$ cat config.mk
export PLATFORM = sky130hd
export DESIGN_NAME = if_inst_queue
export DESIGN_NICKNAME = d
export VERILOG_FILES = /design/src/rtl/if_inst_queue.sv
export SDC_FILE = /design/constraint.sdc
export NUM_CORES = 1
export LEC_CHECK = 0
export ABC_AREA = 1
export CORE_AREA = 2 2 143 145
export DETAILED_ROUTE_END_ITERATION = 10
export DIE_AREA = 0 0 145 147
export PLACE_DENSITY = 0.81
export SLEW_MARGIN = 20
export SYNTH_ARGS = -nofsm -noshare
export SYNTH_HDL_FRONTEND = slang
export SYNTH_SLANG_ARGS = --single-unit
$ cat constraint.sdc
create_clock -name clk -period 5.1 [get_ports clk]
set_input_delay 1.02 -clock clk [delete_from_list [all_inputs] [get_ports clk]]
set_output_delay 1.02 -clock clk [all_outputs]
set_load 0.03 [all_outputs]
$ cat src/rtl/if_inst_queue.sv
// Instruction queue between IF and ID.
// Buffers up to DEPTH fetch packets {inst, pc, adef} in program order and
// presents the oldest one to ID under a valid/allow handshake. Any redirect
// (exception, ertn, taken branch) empties the queue and drops the packet
// IF is offering in the same cycle.
module if_inst_queue #(
    parameter  int DEPTH = 4,
    localparam int PTR_W = $clog2(DEPTH)
) (
    input  logic             clk,
    input  logic             resetn,
    input  logic             IF_to_IQ_valid,
    input  logic [64:0]      IF_to_IQ_bus,
    output logic             IQ_allow,
    output logic             IQ_to_ID_valid,
    output logic [64:0]      IQ_to_ID_bus,
    input  logic             ID_allow,
    input  logic             WB_exception,
    input  logic             ertn_flush,
    input  logic             branch_valid,
    output logic [PTR_W:0]   IQ_count
);

    localparam logic [PTR_W:0] COUNT_FULL = (PTR_W + 1)'(DEPTH);

    logic [64:0]      mem [DEPTH];
    logic [PTR_W-1:0] head;
    logic [PTR_W-1:0] tail;
    logic [PTR_W:0]   count;
    logic             rst_done;
    logic             flush;
    logic             push;
    logic             pop;

    // Occupancy comes only from count: head==tail is ambiguous between
    // full and empty. IQ_allow is deliberately independent of ID_allow, so a
    // full queue refuses a packet even in a cycle where it pops one.
    assign flush          = WB_exception | ertn_flush | branch_valid;
    assign IQ_allow       = rst_done & (count != COUNT_FULL);
    assign push           = IF_to_IQ_valid & IQ_allow & ~flush;
    assign IQ_to_ID_valid = (count != '0) & ~flush;
    assign IQ_to_ID_bus   = (count != '0) ? mem[head] : '0;
    assign pop            = IQ_to_ID_valid & ID_allow;
    assign IQ_count       = count;

    // Marks the first clock after reset release; keeps IF blocked while reset is held.
    always_ff @(posedge clk or negedge resetn) begin
        if (!resetn) begin
            rst_done <= 1'b0;
        end else begin
            rst_done <= 1'b1;
        end
    end

    // Head/tail/count bookkeeping; a flush wins over any push or pop.
    always_ff @(posedge clk or negedge resetn) begin
        if (!resetn) begin
            head  <= '0;
            tail  <= '0;
            count <= '0;
        end else if (flush) begin
            head  <= '0;
            tail  <= '0;
            count <= '0;
        end else begin
            if (push) begin
                tail <= tail + 1'b1;
            end
            if (pop) begin
                head <= head + 1'b1;
            end
            case ({push, pop})
                2'b10:   count <= count + 1'b1;
                2'b01:   count <= count - 1'b1;
                default: count <= count;
            endcase
        end
    end

    // Packet storage; not reset because count gates every read.
    always_ff @(posedge clk) begin
        if (push) begin
            mem[tail] <= IF_to_IQ_bus;
        end
    end

endmodule

Word-level counts from Yosys, hierarchy flattened
Memory sizes are Yosys's and may differ from the RTL's. Cells that the tools add are included.

Add/subtract/negate cells: 4. Equal/unequal tests: 3. Multiplexer cells: 9. Bitwise gates (word level): 8. Reductions and logical operators: 4.

Operators by type and width (count): $mux 65 (1); $mux 2 (4); $pmux 3 s2 (1); $reduce_bool 3->1 (2); $and 1x1->1 (5); $add 2x1->2 const B (2); $reduce_bool 2->1 (2); $add 3x1->3 const B (1); $mux 3 (1); $ne 3x3->1 const B (1); $sub 3x1->3 const B (1); $eq 2x1->1 const B (1); $eq 2x2->1 const B (1); $mux 1 (2); $or 1x1->1 (2); $not 1->1 (1).

Bits in registers: 8. Memory bits (writable): 260. Output and inout port bits: 70. Memories: 1.

Memory list: mem (depth 4, bits a word 65, read ports 1, clocked after memory_dff 0, wr ports 1, line 26) `logic [64:0] mem [DEPTH];`.

Longest topological paths before layout
Gate-level depths: netlist of run 1.

Depth in word-level cells: 8. Gate-level depth with buffers: 13. Mapped depth without buffers: 13.

Worst setup path before layout of run 1
Ideal clock, no wire load.

Kind: input-to-reg. From: input ertn_flush. To: memory mem[0][0], enable pin. Library setup time: 488 ps. Arrival time: 4139 ps. Setup slack: 473 ps. Stages on the path: 5. Buffers on the path: 0. Cells stage by stage: inv_2 -> nand2_2 -> nor2_4 -> nand2_1 -> nor2_1.

Word-level cells in the longest chain between the ends: 6.

RTL lines: from (decl) (line 19) `input logic ertn_flush,`; $or 1x1->1 (2 in a row) (line 38) `assign flush = WB_exception | ertn_flush | branch_valid;`; $not 1->1 (line 40) `assign push = IF_to_IQ_valid & IQ_allow & ~flush;`; $and 1x1->1 (line 40); $mux 1 (line 82) `if (push) begin`; $mux 1 (implied by the code) (line 83) `mem[tail] <= IF_to_IQ_bus;`; to (decl) (line 26).

No other way between the ends.

Final worst setup path of run 1
From: register head[0]. To: output IQ_to_ID_bus[47].

Word-level cells in the longest chain between the ends: 2.

RTL lines: from (decl) (line 27) `logic [PTR_W-1:0] head;`; from (signal assigned) (line 70) `head <= head + 1'b1;`; $mem_v2 4x65; $mux 65 (line 42) `assign IQ_to_ID_bus = (count != '0) ? mem[head] : '0;`; to (decl) (line 16) `output logic [64:0] IQ_to_ID_bus,`.

No other way between the ends.

==> flow_summary.toml, run 1 <==
[run_status]
outcome = "complete, no violations"

[global_route]
groute.usage.overall_pct = 20.5
grt_pass1_wl_um = 34600
antenna_found_initial = 0
grt_max_degree = 84
grt_pass1_vias = 6776
overflow = 0

[clock_tree]
clock_sinks = 268
postCtsSetupRepairBufs = 0
clkTransAtPathRegs_ns = 0.07
clock_path_buffers = 3
cts_hold_buffers = 0
cts_buffers = 26
clock_latency_ns = 0.52
cts-root-buf = "clkbuf_16"
ctsResizeCount = 0
cts_tree = "built"
htree_levels = 1

[timing]
rsz0062_at_grt = "false"
tns_ns = 0
setup_ws_ns = 0.764
min_period_ns = 4.34
slew_headroom_pct = 36.9
setup_viol = 0
hold_viol = 0
post-route-period-util_pct = 85.0
maxSlewViolCount = 0
tightest_slew_ns = 0.944
finClkSkew_ns = 0.00960
fmax_mhz = 231

[route]
antenna_left = 0
wl_per_cell_um = 17.6
firstDrtPassIters = 5
viasPerCell = 5.36
first_iter_violations = 487
drc_errors = 0
vias = 6786
drt_wl_total_um = 22300

[setup_path]
end_kind = "output pin"
slowest_stage = "dfrtp_4"
cp-start-kind = "flip-flop"
crit_chain = "buf_4 > nor2_1 > nor2_1 > o21ai_0 > a21oi_1 > clkdlybuf4s50_1"
worst-path-max-fanout = 83
required_ns = 4.08
worstSetupPathType = "reg2out"
critPathMaxStageDelay_ns = 1.00
worstPathArrival_ns = 3.32
crit_path_frequent_cell = "nor2_1"

[power_and_ir_drop]
p_leak_nw = 4.44
p_per_area_nw_per_um2 = 331
total_power_mw = 4.34
vdd_ir_drop_max_mv = 0.248

[finish]
diodes = 0
fill_cells = 1416
area_delta_synth_final_pct = 23.0
final_cell_mix = "nor2_1, edfxtp_1, clkdlybuf4s50_1"
drive_above_1_share_pct = 7.83
layout_commonest_cell = "nor2_1"
fin_nets = 1053

[min_path]
hp-class = "reg2reg"

[yosys]
synth_top_area_share_pct = 73.2
syn-instance-count = 842
synth_seq_cells = 268
postSynthAreaPerCell_um2 = 12.7
synth_cell_type_count = 28
yosysSeqAreaShare_pct = 75.1
ys_warn_count = 0
synth_area_leaders = "edfxtp_1, nor2_1, o21ai_0"
synth.cell_area_um2 = 10700
syn_nets = 919
synth_top_cell_by_area = "edfxtp_1"

[floorplan]
rows = 52
die_y_um = 147
io_pins = 142
die_w_um = 145
coreArea_um2 = 19800
dieArea_um2 = 21300
start_util_pct = 53.7

[placement]
pre_cts_ws_ns = 1.36
place.gp.congestion = 0.774
hpwl_um = 12700
io_buffer_count = 141

[run]
maxCapViolations = 0
==> report_power, final <==
part / total, mW / internal [mW] / switching (mW)
sequential: 2.42 / 2.42 / 0.00280
combinational: 0.137 / 0.0669 / 0.0702
clock: 1.78 / 1.02 / 0.767
total: 4.34 / 3.50 / 0.840
==> path summary, 6_finish.rpt <==
kind                               endpoint  slack (ns)        start  cells after the start
min reg2reg                     IQ_count[1]        0.60  IQ_count[1]                      2
min                             IQ_count[1]        0.60  IQ_count[1]                      2
max in group asynchronous           head[0]        3.97       resetn                      1
min in group asynchronous          rst_done        0.80       resetn                      1
max                        IQ_to_ID_bus[47]        0.76      head[0]                      6
max reg2reg                      mem[0][56]        2.53  IQ_count[0]                      7
==> layer usage <==
| metal | up-vias | global-route usage (%) | routed length (µm) |
|---|---|---|---|
| li1 | 3243 | - | - |
| met1 | 3292 | 25.7 | 9000 |
| met2 | 219 | 37.1 | 11600 |
| met3 | 32 | 3.01 | 1310 |
| met4 | 0 | 6.34 | 398 |
| met5 | - | 0 | 0 |
==> kinds of logic after synthesis <==
logic type | count (synthesis) | share of synthesized area (%)
AND/OR/NAND/NOR | 298 | 11.5
flip-flops | 268 | 75.1
AO/OA/AOI/OAI | 201 | 9.47
buffers and inverters | 68 | 3.20
adder cells (fa/ha/maj) | 5 | 0.657
XOR/XNOR | 1 | 0.0821
other | 1 | 0.0352
==> critical path: cells and delay by family (launching register included) <==
family	cells	cell delay, ns
AO/OA/AOI/OAI	2	0.39
flip-flops	1	1.00
buffers and inverters	2	1.16
AND/OR/NAND/NOR	2	0.20
==> final cells by class <==
type	count	area (µm²)	share of cell area [%]
clock inverter	16	104	0.792
tap	270	338	2.58
clock buffer	32	694	5.30
inverter	18	71.3	0.544
sequential	268	8010	61.1
multi-input combinational	506	2340	17.9
timing repair buffer	156	1550	11.8
==> flip-flops by register name, indices dropped and copies added (netlist names) <==
signal    flops
mem         260
IQ_count      3
head          2
tail          2
rst_done      1
==> synthesized netlist by cell type <==
cell	n
ha_1	4
nand3_1	5
buf_6	2
nand2_1	14
dfrtp_1	8
edfxtp_1	260
buf_1	1
nor2_1	265
clkbuf_1	10
xnor2_1	1
nor2_4	1
conb_1	1
nor2_8	1
buf_4	9
buf_2	27
inv_2	5
inv_1	12
nand2_2	4
nand3_4	3
fa_1	1
nor2_2	3
inv_4	1
a21oi_2	1
o21ai_1	55
a21oi_1	66
nand2_4	2
o21ai_0	79
clkbuf_2	1
==> metrics by stage <==
stage                     util (%)  cell area [µm²]  hold WS, ns  std cells
after global placement        62.1            12300        0.568       1218
after CTS                     66.1            13100        0.615       1266
final                         66.1            13100        0.604       1266
after floorplan                  -            10700        0.579        842
after detailed placement      62.1            12300        0.599       1218
after global routing          66.1            13100        0.665       1266
Note: power is estimated with default switching activity, not from simulation.
==> run 2, diff against run 1 <==
CORE_AREA = 5 5 146 148   (was 2 2 143 145)
CTS_CLUSTER_DIAMETER = 30   (was not set)
DIE_AREA = 0 0 151 153   (was 0 0 145 147)
==> run 2 against run 1 <==
  * Final area rose by 4.9%
  * Worst setup slack worse by 0.23 ns
  * Clock skew increased by 0.0041 ns
  * Fmax decreased by 5.1%
  * Non-clock buffer count down 4
  * Sequential share of layout area shrank 2.9 points
  * Final cell count is 2.0% higher
  * Via count is 1.9% higher
==> flow_summary.toml, run 2 (synthesis gave the netlist of run 1 again) <==
[finish]
area_delta_synth_final_pct = 29.0
layout_commonest_cell = "nor2_1"
final_cell_mix = "nor2_1, edfxtp_1, clkdlybuf4s50_1"
largest-register = "mem"
diodes = 0
layoutNonFillerInstCount = 1291
largest_reg_flops = 260
fin_nets = 1065
drive_above_1_share_pct = 10.8
stdcell_area_um2 = 13800

[timing]
post-route-period-util_pct = 89.5
setup_ws_ns = 0.533
hold_viol = 0
tightest_slew_ns = 1.04
finClkSkew_ns = 0.0137
min_period_ns = 4.57
maxSlewViolCount = 0
rsz0062_at_grt = "false"
tns_ns = 0
setup_viol = 0
slew_headroom_pct = 30.3
fmax_mhz = 219

[placement]
place_inst = 1214
pre_cts_ws_ns = 1.10
io_buffer_count = 141
place.gp.congestion = 0.759
place_area_um2 = 12300
hpwl_um = 13000

[power_and_ir_drop]
total_power_mw = 5.45
vdd_ir_drop_max_mv = 0.317
p_leak_nw = 4.74
p_per_area_nw_per_um2 = 397

[setup_path]
end_kind = "output pin"
worstSetupPathType = "reg2out"
cp-start-kind = "flip-flop"
crit_path_frequent_cell = "nor2_1"
required_ns = 4.08
critPathMaxStageDelay_ns = 0.94
path_buf_inv = 2
worst-path-max-fanout = 72
worstPathArrival_ns = 3.55
crit_family = "buffers and inverters"
crit_chain = "buf_4 > nor2_1 > nor2_1 > o21ai_0 > a21oi_1 > clkdlybuf4s50_1"
slowest_stage = "dfrtp_4"

[clock_tree]
cts_buffers = 42
cts_tree = "built"
clock_sinks = 268
cts_hold_buffers = 0
ctsResizeCount = 0
clkTransAtPathRegs_ns = 0.05
clock_latency_ns = 0.51
cts-root-buf = "clkbuf_16"
clock_path_buffers = 3
htree_levels = 2
postCtsSetupRepairBufs = 0

[route]
drt_wl_total_um = 23400
vias = 6918
top_layer = "met5"
drc_errors = 0
viasPerCell = 5.36
wl_per_cell_um = 18.1
dr_wl_met3_um = 1820
first_iter_violations = 464
antenna_left = 0
met2_wirelength_um = 12100
firstDrtPassIters = 5
wl_met1_um = 8910

[floorplan]
die_w_um = 151
die_y_um = 153
start_util_pct = 53.6
io_pins = 142
rows = 52
dieArea_um2 = 23100
coreArea_um2 = 19900

[global_route]
antenna_found_initial = 2
grt_pass1_vias = 7167
grt_max_degree = 73
groute.usage.overall_pct = 20.4
grt_pass1_wl_um = 36900
overflow = 0

[min_path]
hp-class = "reg2reg"

[run_status]
outcome = "complete, no violations"

[run]
maxCapViolations = 0
-- run 2: cell types whose count changed in the layout (fill, tap and decap cells not counted) --
cell        delta
clkinvlp_4     +3
clkbuf_16     +16
bufinv_16      +6
inv_6          +4
buf_4          -4
inv_8          +1
clkbuf_1       -4
clkinv_1       -3
inv_4          +1
clkinv_4       +5
-- run 2: worst paths after layout --
kind	start	endpoint	slack [ns]	cells after the start
worst max-delay path	head[0]	IQ_to_ID_bus[50]	0.53	6
worst min-delay path	IQ_count[2]	IQ_count[2]	0.62	2
worst max register to register	IQ_count[1]	IQ_count[2]	2.50	13
worst min register to register	IQ_count[2]	IQ_count[2]	0.62	2
max in group asynchronous	resetn	head[0]	3.97	1
min in group asynchronous	resetn	IQ_count[0]	0.80	1
-- run 2: power by group --
group	leakage [nW]	total (mW)	internal, mW	switching (mW)
clock network	0.705	2.89	1.91	0.982
registers	2.44	2.43	2.43	0.00279
logic	1.59	0.137	0.0665	0.0707
-- run 2: metal layers --
| metal | vias up | GRT usage (%) |
|---|---|---|
| li1 | 3274 | - |
| met1 | 3314 | 24.8 |
| met2 | 274 | 35.6 |
| met3 | 52 | 5.00 |
| met4 | 4 | 6.78 |
| met5 | - | 0 |
-- run 2: layout make-up --
type / instances / area (µm²)
fill: 1355 / 6150
inverter: 18 / 72.6
sequential: 268 / 8010
tap: 270 / 338
timing repair buffer: 152 / 1520
clock inverter: 33 / 390
clock buffer: 44 / 1080
multi-input combinational: 506 / 2340
-- run 2: worst reg2reg max path: stages (launching register included) --
cell     delay [ns]
dfrtp_1        0.44
nor2_2         0.22
nand2_4        0.09
inv_4          0.63
nor2_8         0.05
nand3_4        0.11
inv_1          0.06
fa_1           0.38
xnor2_1        0.23
inv_1          0.06
nand2_1        0.06
nand2_1        0.05
nand2_1        0.07
nand2_1        0.05
-- run 2: per-stage QoR --
| stage | hold WS, ns | util [%] |
|---|---|---|
| floorplan | 0.579 | - |
| finish | 0.622 | 69.1 |
| global route | 0.644 | 69.1 |
| global placement | 0.575 | 61.7 |
| detailed placement | 0.588 | 61.7 |
| CTS | 0.622 | 69.1 |
==> run 3, diff against run 2 <==
CORE_AREA = 5 5 123 212   (was 5 5 146 148)
DIE_AREA = 0 0 128 217   (was 0 0 151 153)
PLACE_DENSITY = 0.68   (was 0.81)
SKIP_LAST_GASP = 1   (was not set)
==> run 3 against run 2 <==
  * Sequential share of layout area rose by 1.9 points
  * Combinational power is essentially flat
  * Final area down 3.1%
  * Wire length shrank 2.2%
  * Total power fell by 16%
  * Sequential power about the same
  * Die area up 20%
  * Clock power decreased by 30%
  * First-iteration DRC count decreased by 25%
  * Final cell count rose by 1.5%
  * Critical endpoint is now IQ_to_ID_bus[59]
==> flow_summary.toml, run 3 (synthesis gave the netlist of run 1 again) <==
[placement]
hpwl_um = 13700
place.gp.congestion = 0.786
pre_cts_ws_ns = 1.49
io_buffer_count = 141

[setup_path]
worstSetupPathType = "reg2out"
reg2regPathDepth = 13
crit_path_frequent_cell = "nor2_1"
worst-path-max-fanout = 65
cp-start-kind = "flip-flop"
crit_chain = "buf_4 > nor2_1 > nor2_1 > o21ai_0 > a21oi_1 > clkdlybuf4s50_1"
critPathMaxStageDelay_ns = 0.72
slowest_stage = "clkdlybuf4s50_1"
end_kind = "output pin"
worstPathArrival_ns = 3.05
required_ns = 4.08
reg2reg_slack_ns = 2.54

[timing]
tightest_slew_ns = 0.911
finClkSkew_ns = 0.00748
min_period_ns = 4.07
slew_headroom_pct = 39.3
fmax_mhz = 246
setup_ws_ns = 1.03
whs_ns = 0.592
setup_viol = 0
post-route-period-util_pct = 79.8
tns_ns = 0
hold_viol = 0
rsz0062_at_grt = "false"
maxSlewViolCount = 0

[route]
drc_errors = 0
wl_per_cell_um = 17.5
drt_wl_total_um = 22900
first_iter_violations = 348
antenna_left = 0
firstDrtPassIters = 5
viasPerCell = 5.11
vias = 6693

[floorplan]
start_util_pct = 44.4
die_y_um = 217
io_pins = 142
rows = 75
dieArea_um2 = 27800
die_w_um = 128
coreArea_um2 = 24000

[power_and_ir_drop]
vdd_ir_drop_max_mv = 0.289
power.switching_mw = 0.924
p_per_area_nw_per_um2 = 345
seq_power_share_pct = 52.8
internal-power_mw = 3.67
swShare_pct = 20.1
power_frac_comb_pct = 3.0
p_leak_nw = 4.51
clkPwrFrac_pct = 44.3

[finish]
fill_cells = 2018
drive_above_1_share_pct = 8.89
register_area_um2 = 8010
utilization_pct = 55.5
fin_nets = 1056
area_delta_synth_final_pct = 25.0
multi_input_area_um2 = 2340
largest_reg_flops = 260
largest-register = "mem"
layout_commonest_cell = "nor2_1"
final_cell_mix = "nor2_1, edfxtp_1, clkdlybuf4s50_1"

[clock_tree]
cts_hold_buffers = 0
ctsResizeCount = 0
clock_path_buffers = 3
cts_buffers = 29
htree_levels = 1
clkTransAtPathRegs_ns = 0.06
clock_sinks = 268
cts-root-buf = "clkbuf_16"
postCtsSetupRepairBufs = 0
cts_tree = "built"
clock_latency_ns = 0.52

[global_route]
antenna_found_initial = 4
overflow = 0
groute.usage.overall_pct = 16.0
grt_pass1_wl_um = 34800
grt_pass1_vias = 6713
grt_max_degree = 71

[run_status]
outcome = "complete, no violations"

[run]
maxCapViolations = 0

[min_path]
hold_path_depth = 2
hp-class = "reg2reg"
## run 3: per-stage QoR
stage | power [mW] | std cells | area, µm²
after floorplan | 2.51 | 842 | 10700
after global placement | 2.60 | 1256 | 12400
after detailed placement | 2.61 | 1256 | 12400
after CTS | 4.63 | 1309 | 13300
after global routing | 4.74 | 1310 | 13300
final | 4.59 | 1310 | 13300
## run 3: path summary, 6_finish.rpt
kind,start,to
worst max-delay path,head[0],IQ_to_ID_bus[59]
worst min-delay path,IQ_count[1],IQ_count[1]
worst max register to register,IQ_count[0],IQ_count[2]
worst min register to register,IQ_count[1],IQ_count[1]
max in group asynchronous,resetn,head[0]
min in group asynchronous,resetn,rst_done
## run 3: power groups by stage
stage	Combinational [mW]	Sequential [mW]	Clock [mW]
after global routing	0.145	2.42	2.17
after global placement	0.134	2.47	0
after CTS	0.137	2.42	2.07
after detailed placement	0.136	2.47	0
after floorplan	0.0374	2.47	0
final	0.136	2.42	2.03
## run 3: final cells by class
cell class	count	area share (%)
repair buffers	156	11.6
inverters	18	0.535
well taps	308	2.89
diodes	1	0.0188
clock inverters	20	1.65
flip-flops and latches	268	60.1
multi-input cells	506	17.6
clock buffers	33	5.56
## run 3: critical path, delay by kind of cell, from the launching register on
family	cells	cell delay, ns
buffers and inverters	2	1.33
flip-flops	1	0.57
AO/OA/AOI/OAI	2	0.33
AND/OR/NAND/NOR	2	0.23
## run 3: routing by layer
| layer | routed length [µm] | track usage [%] |
|---|---|---|
| met5 | 45 | 0 |
| met3 | 1050 | 2.75 |
| met4 | 684 | 6.20 |
| met2 | 12700 | 30.3 |
| met1 | 8410 | 17.3 |
